===== config.mk =====
export PLATFORM = sky130hd
export DESIGN_NAME = enc_period_fifo
export DESIGN_NICKNAME = d
export VERILOG_FILES = /design/src/rtl/enc_daq_pkg.sv /design/src/rtl/enc_sfifo.sv /design/src/rtl/enc_period_fifo.sv
export SDC_FILE = /design/constraint.sdc
export NUM_CORES = 1
export LEC_CHECK = 0
export CAP_MARGIN = 20
export CORE_MARGIN = 2
export CORE_UTILIZATION = 70
export CTS_BUF_LIST = sky130_fd_sc_hd__clkbuf_8
export DETAILED_ROUTE_END_ITERATION = 10
export DONT_BUFFER_PORTS = 1
export GPL_TIMING_DRIVEN = 1
export PLACE_DENSITY = 0.9
export SLEW_MARGIN = 10
export SYNTH_ARGS = -nofsm -noshare
export SYNTH_HDL_FRONTEND = slang
export SYNTH_HIERARCHICAL = 1
export SYNTH_SLANG_ARGS = --single-unit
export TNS_END_PERCENT = 50

===== constraint.sdc =====
create_clock -name CLK -period 13.35 [get_ports CLK]
set_input_delay 2.67 -clock CLK [delete_from_list [all_inputs] [get_ports CLK]]
set_output_delay 2.67 -clock CLK [all_outputs]
set_load 0.01 [all_outputs]

===== src/rtl/enc_daq_pkg.sv =====
// Shared definitions for the encoder DAQ path: FSM states, flag offsets, defaults.
// Flag offsets are relative to DELTA_W, so FIRST sits at bit DELTA_W+1 and SAT at DELTA_W.
// No logic lives here; types and constants only.
package enc_daq_pkg;

  typedef enum logic [1:0] {
    ST_IDLE = 2'd0,
    ST_WAIT = 2'd1,
    ST_RUN  = 2'd2
  } state_t;

  localparam int FLAG_FIRST_OFS = 1;
  localparam int FLAG_SAT_OFS   = 0;

  localparam int DEF_DELTA_W = 32;
  localparam int DEF_DEPTH   = 16;
  localparam int DEF_DROP_W  = 16;

endpackage


===== src/rtl/enc_sfifo.sv =====
// Generic synchronous show-ahead FIFO with sync active-low reset and sync clear.
// Latency: a word pushed at an edge is visible at o_head after that edge.
// Backpressure: a push while full is ignored unless a pop happens in the same cycle.
module enc_sfifo #(
  parameter int WIDTH = 8,
  parameter int DEPTH = 16
) (
  input  logic                   i_clk,
  input  logic                   i_rst_n,
  input  logic                   i_clr,
  input  logic                   i_push,
  input  logic [WIDTH-1:0]       i_push_dat,
  input  logic                   i_pop,
  output logic [WIDTH-1:0]       o_head,
  output logic                   o_full,
  output logic                   o_empty,
  output logic [$clog2(DEPTH):0] o_level
);

  localparam int AW = $clog2(DEPTH);

  logic [WIDTH-1:0] r_mem [DEPTH];
  logic [AW:0]      r_wr_ptr;
  logic [AW:0]      r_rd_ptr;
  logic             w_do_push;
  logic             w_do_pop;

  // Pointers carry one extra MSB so full and empty are distinguishable.
  assign o_empty   = (r_wr_ptr == r_rd_ptr);
  assign o_full    = (r_wr_ptr[AW] != r_rd_ptr[AW]) &&
                     (r_wr_ptr[AW-1:0] == r_rd_ptr[AW-1:0]);
  assign o_level   = r_wr_ptr - r_rd_ptr;
  assign w_do_pop  = i_pop & ~o_empty;
  assign w_do_push = i_push & (~o_full | w_do_pop);
  assign o_head    = o_empty ? '0 : r_mem[r_rd_ptr[AW-1:0]];

  // Storage write; array is not reset, occupancy is tracked by the pointers.
  always_ff @(posedge i_clk) begin
    if (i_rst_n && !i_clr && w_do_push) begin
      r_mem[r_wr_ptr[AW-1:0]] <= i_push_dat;
    end
  end

  // Pointer update; reset and clear both empty the queue.
  always_ff @(posedge i_clk) begin
    if (!i_rst_n || i_clr) begin
      r_wr_ptr <= '0;
      r_rd_ptr <= '0;
    end else begin
      if (w_do_push) r_wr_ptr <= r_wr_ptr + 1'b1;
      if (w_do_pop)  r_rd_ptr <= r_rd_ptr + 1'b1;
    end
  end

endmodule


===== src/rtl/enc_period_fifo.sv =====
// Captures the encoder count on each phase-A rise and queues {FIRST,SAT,delta} words.
// Latency: rise seen at edge t, count sampled at t+1, word pushed at t+2.
// Backpressure: valid/ready stream; pushes into a full FIFO are dropped and counted.
module enc_period_fifo
  import enc_daq_pkg::*;
#(
  parameter int DELTA_W = DEF_DELTA_W,
  parameter int DEPTH   = DEF_DEPTH,
  parameter int DROP_W  = DEF_DROP_W
) (
  input  logic                   CLK,
  input  logic                   I_RST_N,
  input  logic                   I_ARM,
  input  logic                   I_A,
  input  logic [63:0]            I_CNT,
  input  logic                   I_READY,
  output logic                   O_VALID,
  output logic [DELTA_W+1:0]     O_DATA,
  output logic [$clog2(DEPTH):0] O_LEVEL,
  output logic [DROP_W-1:0]      O_DROP_CNT
);

  state_t             r_state;
  logic               r_a_d;
  logic               r_cap_pend;
  logic               r_push_vld;
  logic [DELTA_W+1:0] r_push_dat;
  logic [63:0]        r_prev;
  logic [DROP_W-1:0]  r_drop_cnt;

  logic               w_rise;
  logic               w_clr;
  logic               w_full;
  logic               w_empty;
  logic               w_pop;
  logic               w_drop;
  logic [63:0]        w_diff;
  logic               w_sat;
  logic [DELTA_W+1:0] w_word;

  assign w_rise  = I_A & ~r_a_d;
  assign w_clr   = ~I_ARM;
  assign O_VALID = ~w_empty;
  assign w_pop   = O_VALID & I_READY;
  assign w_drop  = r_push_vld & w_full & ~w_pop;

  // Delta against the previous capture; prev is zero in WAIT, but select explicitly.
  assign w_diff = (r_state == ST_RUN) ? (I_CNT - r_prev) : I_CNT;
  assign w_sat  = ((w_diff >> DELTA_W) != 64'd0);

  // Assemble the output word: saturated delta plus FIRST/SAT flags.
  always_comb begin
    w_word = '0;
    w_word[DELTA_W-1:0] = w_sat ? {DELTA_W{1'b1}} : w_diff[DELTA_W-1:0];
    w_word[DELTA_W+FLAG_SAT_OFS]   = w_sat;
    w_word[DELTA_W+FLAG_FIRST_OFS] = (r_state == ST_WAIT);
  end

  // Edge detect, capture pipeline and IDLE/WAIT/RUN control; disarm clears like reset.
  always_ff @(posedge CLK) begin
    if (!I_RST_N || !I_ARM) begin
      r_state    <= ST_IDLE;
      r_a_d      <= 1'b0;
      r_cap_pend <= 1'b0;
      r_push_vld <= 1'b0;
      r_push_dat <= '0;
      r_prev     <= '0;
    end else begin
      r_a_d      <= I_A;
      r_cap_pend <= w_rise;
      r_push_vld <= 1'b0;
      case (r_state)
        ST_IDLE: r_state <= ST_WAIT;
        ST_WAIT: begin
          // A zero count means the index has not been seen yet.
          if (r_cap_pend && (I_CNT != 64'd0)) begin
            r_state    <= ST_RUN;
            r_prev     <= I_CNT;
            r_push_vld <= 1'b1;
            r_push_dat <= w_word;
          end
        end
        ST_RUN: begin
          // Non-increasing counts are discarded but still become the new reference.
          if (r_cap_pend) begin
            r_prev <= I_CNT;
            if (I_CNT > r_prev) begin
              r_push_vld <= 1'b1;
              r_push_dat <= w_word;
            end
          end
        end
        default: r_state <= ST_IDLE;
      endcase
    end
  end

  // Saturating count of words lost to a full FIFO.
  always_ff @(posedge CLK) begin
    if (!I_RST_N || !I_ARM) begin
      r_drop_cnt <= '0;
    end else if (w_drop && (r_drop_cnt != {DROP_W{1'b1}})) begin
      r_drop_cnt <= r_drop_cnt + 1'b1;
    end
  end

  assign O_DROP_CNT = r_drop_cnt;

  enc_sfifo #(
    .WIDTH (DELTA_W + 2),
    .DEPTH (DEPTH)
  ) u_fifo (
    .i_clk      (CLK),
    .i_rst_n    (I_RST_N),
    .i_clr      (w_clr),
    .i_push     (r_push_vld),
    .i_push_dat (r_push_dat),
    .i_pop      (w_pop),
    .o_head     (O_DATA),
    .o_full     (w_full),
    .o_empty    (w_empty),
    .o_level    (O_LEVEL)
  );

endmodule

After elaboration in Yosys (flattened, before gate mapping). Memory sizes are Yosys's and may differ from the RTL's. A register that Yosys moved wholly into a read port is not among the register bits. Index checks and enable logic that the tools add are counted. W data, S select, Z words.

Memories kept: 1. Register bits after elaboration: 129. Memory bits (writable): 544. Logic and storage cells: 74. Output and inout bits: 56.

Equal/unequal tests: 9. Magnitude comparators: 1. Muxes and demuxes: 20. Bitwise operators: 13. Add/sub/neg operators: 5. Reductions and logical operators: 16.

Memories: u_fifo.r_mem (words 16, bits a word 34, rd ports 1, clocked after Yosys merged registers in 1, wr ports 1, RTL line enc_sfifo.sv:22) `logic [WIDTH-1:0] r_mem [DEPTH];`.

Operators with widths (number): $mux W64 (3); $mux W34 (4); $pmux W64 S2 (1); $reduce_bool A64 Y1 (2); $pmux W34 S2 (1); $gt A64 B64 Y1 (1); $sub A64 B64 Y64 (1); $mux W32 (1); $add A16 B1 Y16 const B (1); $ne A16 B16 Y1 const B (1); $add A5 B1 Y5 const B (2); $mux W4 (2); $and A1 B1 Y1 (6); $not A1 Y1 (6); $pmux W2 S3 (1); $eq A5 B5 Y1 (1); $logic_and A1 B1 Y1 (5); $mux W1 (5); $sub A5 B5 Y5 (1); $eq A4 B4 Y1 (1); $ne A2 B1 Y1 const B (2); $reduce_and A4 Y1 (1); $reduce_and A3 Y1 (1); $eq A2 B1 Y1 const B (1); 11 further kinds (13).

Depth between registers and ports, before layout. Gate-level depths: netlist of the first run.

Depth after elaboration: 9. Depth in mapped cells: 16. Gate-level depth less buffers: 15.

By module. Netlist of the first run, hierarchy kept.

By module, submodules not included: enc_sfifo (area each 21729.6 µm², times used 1, cells each 935); enc_period_fifo (area each 9374.0 µm², times used 1, cells each 1327).

Worst setup path after synthesis of the first run. OpenSTA, ideal clock, no wires.

Kind: input port to flip-flop. Start point: in I_CNT[0]. End point: reg r_push_dat[29]. Library setup time: 0.122 ns. Buffers on the path: 1. Data arrival time: 6.162 ns. Path slack: 7.066 ns. Stages on the path: 16. Cell sequence: inv_1 ha_1 fa_1 nand2b_1 a211oi_1 o211ai_1 a211oi_1 a211oi_2 o21ai_0 xor2_1 a211o_2 nor4_1 o2111ai_2 a2111oi_4 buf_6 a21oi_2.

Word-level cells in the longest chain between the ends: 7.

Ends and longest elaborated chain: from (decl) (RTL line enc_period_fifo.sv:15) `input logic [63:0] I_CNT,`; $sub A64 B64 Y64 (RTL line enc_period_fifo.sv:48) `assign w_diff = (r_state == ST_RUN) ? (I_CNT - r_prev) : I_CNT;`; $mux W64 (RTL line enc_period_fifo.sv:48); $reduce_bool A64 Y1 (RTL line enc_period_fifo.sv:49) `assign w_sat = ((w_diff >> DELTA_W) != 64'd0);`; $mux W32 (RTL line enc_period_fifo.sv:54) `w_word[DELTA_W-1:0] = w_sat ? {DELTA_W{1'b1}} : w_diff[DELTA_W-1:0];`; $mux W34 (RTL line enc_period_fifo.sv:87) `if (I_CNT > r_prev) begin`; $mux W34 (RTL line enc_period_fifo.sv:85) `if (r_cap_pend) begin`; $pmux W34 S2 (RTL line enc_period_fifo.sv:72) `case (r_state)`; to (signal assigned) (RTL line enc_period_fifo.sv:80) `r_push_dat <= w_word;`; to (signal assigned) (RTL line enc_period_fifo.sv:89) `r_push_dat <= w_word;`; to (decl) (RTL line enc_period_fifo.sv:27) `logic [DELTA_W+1:0] r_push_dat;`.

Several ways; a longest one is shown, not always the timed one. The select of a mux whose other input is x is not followed. A chain may end at the register's enable or synchronous reset.

Worst setup path in the final report of the first run.
Start point: in I_CNT[0]. End point: reg r_push_dat[9].

Same word-level chain as after synthesis.

==> flow_metrics.py, run 1 <==
metrics = {
    "run_status": {
        "outcome": "completed",
    },
    "clock_tree": {
        "cts_tree": "yes",
        "clk_latency_ns": 0.72,
        "cts_buffers": 99,
        "path_clk_slew_ns": 0.06,
        "htree_levels": 3,
        "post_cts_buffers": 0,
        "ctsHoldBuffers": 0,
        "root_buffer": "clkbuf_8",
        "cts_resized": 0,
        "cts_sinks": 677,
        "clock_path_buffers": 3,
    },
    "cells_and_area": {
        "area_growth_pct": 7.73,
        "fillers": 2375,
        "antenna_cells": 0,
        "drive_gt1_frac": 0.145,
        "nNetsFinal": 2431,
    },
    "synthesis": {
        "synth_area_per_cell_sq_um": 13.8,
        "synth_top_cell_by_area": "edfxtp_1",
        "syn-num-nets": 2410,
        "ys_async_sr_fraction": 0,
        "synth-edff-count": 544,
        "synth.most_common_cell": "edfxtp_1",
        "synth_area_sq_um": 31100,
        "synthTopCellsByCount": "544 x edfxtp_1, 263 x nand2_1, 183 x a21oi_1, 133 x dfxtp_1, 125 x o21ai_0",
        "synth_cells": 2262,
        "yosysWarnings": 6,
        "ys.flop_type": "edfxtp_1",
        "ys_seq_elements": 677,
        "yosysSeqAreaShare": 0.611,
        "synth_top_area_share": 0.525,
        "synthDistinctLibCells": 90,
        "synth.area.top_cells": "edfxtp_1 53%, dfxtp_1 8.6%, mux4_2 5.8%, mux4_1 4.7%, nand2_1 3.2%",
    },
    "worst_setup_path": {
        "crit_type": "in -> reg",
        "start_kind": "input pin",
        "cp_max_fo": 33,
        "arrival_ns": 7.10,
        "endpoint_kind": "flop",
        "r2r.worst_path.cells": 15,
        "critical_path_required_ns": 13.89,
    },
    "pwr": {
        "power_density_nw_per_um2": 122,
        "peakVddDrop_mv": 0.106,
        "p_leak_uw": 0.00990,
    },
    "global_routing": {
        "track_usage": 0.358,
        "grt_pass1_vias": 20588,
        "grt-ovfl-total": 0,
        "grt_pass1_wl_mm": 123,
        "grt_max_degree": 83,
        "antenna_found_initial": 2,
    },
    "route": {
        "avgRoutedWirePerCell_microns": 27.8,
        "num_vias": 20523,
        "first_iter_violations": 2442,
        "viasPerCell": 6.94,
        "drc": 0,
        "dr.pass1.iters": 6,
        "wl_mm": 82.2,
        "drtAntennaViolNets": 0,
    },
    "timing": {
        "hold_viol_final": 0,
        "finalMaxSlewViolations": 0,
        "relSlewSlack": 0.276,
        "finalSetupTns_ns": 0,
        "min_period_ns": 6.56,
        "finClkSkew_ns": 0.0369,
        "rsz0062_at_grt": "false",
        "max_freq_mhz": 152,
        "fin_ws_ns": 6.79,
        "fin_crit_sh": 0.491,
        "setup_violations": 0,
        "worst_pin_slew_ns": 1.09,
        "whs_ns": 0.392,
    },
    "floorplan": {
        "die_y_microns": 215,
        "boundaryPins": 125,
        "die_w_microns": 215,
        "core-area_sq_um": 44000,
        "start_util": 0.706,
        "die_area_sq_um": 46100,
        "rows": 77,
    },
    "placement": {
        "numPortBuffers": 0,
        "place.gp.congestion": 0.973,
        "dp_hpwl_mm": 48.8,
        "dpl_worst_slack_ns": 6.18,
    },
    "hold_path": {
        "hold_depth": 1,
        "min_path_type": "reg -> reg",
    },
    "run": {
        "cap_violations": 0,
    },
}
==> through the flow <==
step / instance area [sq um] / total power, uW / utilization / instances
after CTS: 33500 / 4090 / 0.761 / 2956
after floorplan: 31100 / 2480 / - / 2262
final: 33500 / 4080 / 0.761 / 2957
after global placement: 31600 / 2530 / 0.718 / 2772
after global routing: 33500 / 4200 / 0.761 / 2957
after detailed placement: 31600 / 2540 / 0.718 / 2773
==> flip-flops by register name (all words and copies together) (netlist names), named ones only <==
| signal | flops |
|---|---|
| u_fifo/r_mem | 544 |
| r_prev | 64 |
| r_push_dat | 34 |
| O_DROP_CNT | 16 |
| u_fifo/r_rd_ptr | 5 |
| u_fifo/r_wr_ptr | 5 |
| r_state | 2 |
| r_a_d | 1 |
| r_cap_pend | 1 |
| r_push_vld | 1 |
==> placed cells by master, fill, tap and decap left out, types with 7 or more instances in the layout <==
master / count
a211oi_1: 10
a21o_1: 18
a21oi_1: 183
a21oi_2: 19
a221o_1: 35
a31oi_1: 7
and2_1: 7
and2b_1: 8
and3_1: 8
buf_4: 28
clkbuf_8: 104
clkinv_1: 27
dfxtp_1: 130
edfxtp_1: 544
ha_1: 76
inv_1: 126
mux2_2: 34
mux2i_1: 11
mux4_1: 56
mux4_2: 80
nand2_1: 261
nand3_1: 14
nand4_1: 37
nor2_1: 102
nor2_4: 16
nor2b_1: 31
nor3_1: 21
nor4_1: 19
o21a_1: 9
o21ai_0: 125
o21bai_1: 7
or3_1: 9
xnor2_1: 40
xor2_1: 37
==> critical path: stages <==
cell       delay [ns]
inv_1            0.02
ha_1             0.22
fa_1             0.41
nand2b_1         0.18
a211oi_1         0.30
o211ai_1         0.28
a211oi_1         0.35
a211oi_2         0.13
o21ai_0          0.47
xor2_1           0.13
a211o_2          0.35
nor4_1           0.37
o2111ai_2        0.20
a2111oi_4        0.37
buf_4            0.51
a21oi_1          0.14
==> layout make-up <==
| class | instances | area (sq um) | area share |
|---|---|---|---|
| timing repair buffer | 30 | 245 | 0.00732 |
| clock inverter | 79 | 437 | 0.0130 |
| tap | 592 | 741 | 0.0221 |
| clock buffer | 104 | 1430 | 0.0427 |
| inverter | 90 | 338 | 0.0101 |
| sequential | 677 | 19000 | 0.567 |
| multi-input combinational | 1385 | 11300 | 0.338 |
==> power by group <==
group	switching, uW	internal [uW]
clock	796	783
combinational	142	72.5
sequential	18.1	2270
total	956	3130
==> cell families (layout without fill, tap and decap cells) <==
group           Yosys count  in the layout  synth area share
flops                   677            677             0.611
simple gates            576            576            0.0873
compound gates          472            472            0.0969
buf+inv                 200            303            0.0300
mux                     181            181             0.121
fa+ha+maj                79             79            0.0323
xor+xnor                 77             77            0.0217
==> worst paths after layout <==
kind	from	endpoint	slack, ns
worst min-delay path	r_a_d$_SDFF_PP0_	r_cap_pend$_SDFF_PP0_	0.39
worst min register to register	r_a_d$_SDFF_PP0_	r_cap_pend$_SDFF_PP0_	0.39
worst max register to register	r_prev[6]$_SDFFE_PP0P_	r_push_dat[9]$_SDFFE_PP0P_	8.42
worst max-delay path	I_CNT[0]	r_push_dat[9]$_SDFFE_PP0P_	6.79
==> routing by layer <==
metal  up-vias  GRT usage  share of wire
li1       8734          -              -
met1     10093      0.440           0.35
met2      1418      0.609           0.50
met3       274     0.0794           0.10
met4         4      0.169          0.047
met5         -          0        0.00019
Note: power is estimated with default switching activity, not from simulation.
==> run 2, diff against run 1 <==
Settings changed: CORE_UTILIZATION 70 to 60, PLACE_DENSITY 0.9 to 0.83.
Clock period 13.35 ns to 5.8 ns, I/O delays scaled along.
==> run 2 against run 1 <==
Via count shrank 5.1%. Largest power group unchanged. Highest routed layer is now met4. Utilization decreased by 10 points. Clock power rose by 130%. Worst hold slack better by 0.013 ns. Cell count increased by 3.0%. Worst setup slack worse by 5.8 ns.
==> flow_metrics.py, run 2 (synthesis results as in run 1) <==
metrics = {
    "run_status": {
        "outcome": "completed",
    },
    "clock_tree": {
        "post_cts_buffers": 0,
        "cts_resized": 0,
        "cts_buffers": 99,
        "root_buffer": "clkbuf_8",
        "cts_tree": "yes",
        "clock_path_buffers": 3,
        "htree_levels": 3,
        "clk_latency_ns": 0.72,
        "ctsHoldBuffers": 0,
        "path_clk_slew_ns": 0.06,
        "cts_sinks": 677,
    },
    "route": {
        "viasPerCell": 6.39,
        "wl_mm": 74.8,
        "num_vias": 19481,
        "dr.pass1.iters": 5,
        "avgRoutedWirePerCell_microns": 24.6,
        "drc": 0,
        "first_iter_violations": 1773,
        "drtAntennaViolNets": 0,
    },
    "floorplan": {
        "die_y_microns": 232,
        "rows": 83,
        "boundaryPins": 125,
        "core-area_sq_um": 51300,
        "die_w_microns": 232,
        "start_util": 0.606,
        "die_area_sq_um": 53700,
    },
    "placement": {
        "numPortBuffers": 0,
        "dp_hpwl_mm": 48.3,
        "place.gp.congestion": 1.02,
        "place_area_sq_um": 31800,
    },
    "worst_setup_path": {
        "slowest_stage": "o21ai_0",
        "endpoint_kind": "flop",
        "start_kind": "input pin",
        "cp_max_fo": 33,
        "path_delay_family": "compound AO/OA/AOI/OAI gates",
        "slowest_delay_ns": 0.50,
        "crit_chain": "inv_1 > ha_1 > fa_1 > nand2b_1 > a211oi_1 > o211ai_1 > a211oi_1 > a211oi_2 > o21ai_0 > xor2_1 > a211o_2 > nor4_1 > o2111ai_2 > a2111oi_4 > buf_12 > a21oi_1",
        "critical_path_required_ns": 6.37,
        "worst-path-buf-inv": 2,
        "crit_type": "in -> reg",
        "arrival_ns": 5.38,
        "cpMostUsedCell": "a211oi_1",
    },
    "timing": {
        "min_period_ns": 4.81,
        "whs_ns": 0.405,
        "finalMaxSlewViolations": 0,
        "rsz0062_at_grt": "false",
        "finalSetupTns_ns": 0,
        "relSlewSlack": 0.278,
        "hold_viol_final": 0,
        "max_freq_mhz": 208,
        "worst_pin_slew_ns": 1.08,
        "fin_crit_sh": 0.829,
        "setup_violations": 0,
        "finClkSkew_ns": 0.0429,
    },
    "pwr": {
        "power_density_nw_per_um2": 278,
        "peakVddDrop_mv": 0.202,
        "p_leak_uw": 0.00995,
        "p_clk_frac": 0.387,
        "pwr-share-comb": 0.051,
        "p_int_uw": 7230,
        "power_switching_uw": 2150,
        "p_sw_frac": 0.229,
        "p_seq_frac": 0.562,
    },
    "cells_and_area": {
        "fillers": 3502,
        "nNetsFinal": 2434,
        "largest_reg_flops": 544,
        "fin_area_sq_um": 33700,
        "antenna_cells": 0,
        "drive_gt1_frac": 0.151,
        "area_growth_pct": 8.38,
        "final_cell_mix": "544 x edfxtp_1, 261 x nand2_1, 183 x a21oi_1",
        "layout_commonest_cell": "edfxtp_1",
    },
    "global_routing": {
        "antenna_found_initial": 0,
        "grt_pass1_vias": 19648,
        "grt_pass1_wl_mm": 114,
        "grt_max_degree": 95,
        "grt-ovfl-total": 0,
        "track_usage": 0.282,
    },
    "hold_path": {
        "min_path_type": "reg -> reg",
    },
    "run": {
        "cap_violations": 0,
    },
}
-- run 2: layer usage --
layer	GRT usage	vias up	share of wire
li1	-	8749	-
met3	0.0609	156	0.074
met4	0.107	0	0.037
met1	0.352	9727	0.38
met5	0	-	0
met2	0.485	849	0.51
-- run 2: path summary, 6_finish.rpt --
| check | from | endpoint | slack, ns | cells past startpoint |
|---|---|---|---|---|
| worst min register to register | r_a_d$_SDFF_PP0_ | r_cap_pend$_SDFF_PP0_ | 0.40 | 1 |
| worst min-delay path | r_a_d$_SDFF_PP0_ | r_cap_pend$_SDFF_PP0_ | 0.40 | 1 |
| worst max-delay path | I_CNT[0] | r_push_dat[11]$_SDFFE_PP0P_ | 0.99 | 16 |
| worst max register to register | r_prev[0]$_SDFFE_PP0P_ | r_push_dat[11]$_SDFFE_PP0P_ | 1.19 | 15 |
-- run 2: final cells by class --
class / instances / area (sq um) / area share
Sequential cell: 677 / 19000 / 0.564
Multi-Input combinational cell: 1385 / 11300 / 0.335
Clock buffer: 109 / 1500 / 0.0445
Tap cell: 680 / 851 / 0.0252
Clock inverter: 73 / 408 / 0.0121
Inverter: 90 / 338 / 0.0100
Timing Repair Buffer: 33 / 298 / 0.00883
-- run 2: metrics by stage --
| step | utilization | std cells | total power (uW) | setup slack, ns |
|---|---|---|---|---|
| after floorplan | - | 2262 | 5710 | 1.03 |
| after global placement | 0.620 | 2865 | 5830 | 0.394 |
| after detailed placement | 0.620 | 2865 | 5840 | 0.322 |
| after CTS | 0.657 | 3047 | 9430 | 1.03 |
| final | 0.657 | 3047 | 9370 | 0.993 |
| after global routing | 0.657 | 3047 | 9670 | 0.730 |
-- run 2: power groups by stage --
stage,logic [uW],clock network (uW),registers [uW]
2_1_floorplan,360,0,5350
3_3_place_gp,466,0,5360
3_5_place_dp,469,0,5370
4_1_cts,472,3690,5260
5_1_grt,529,3870,5270
6_report,480,3630,5270
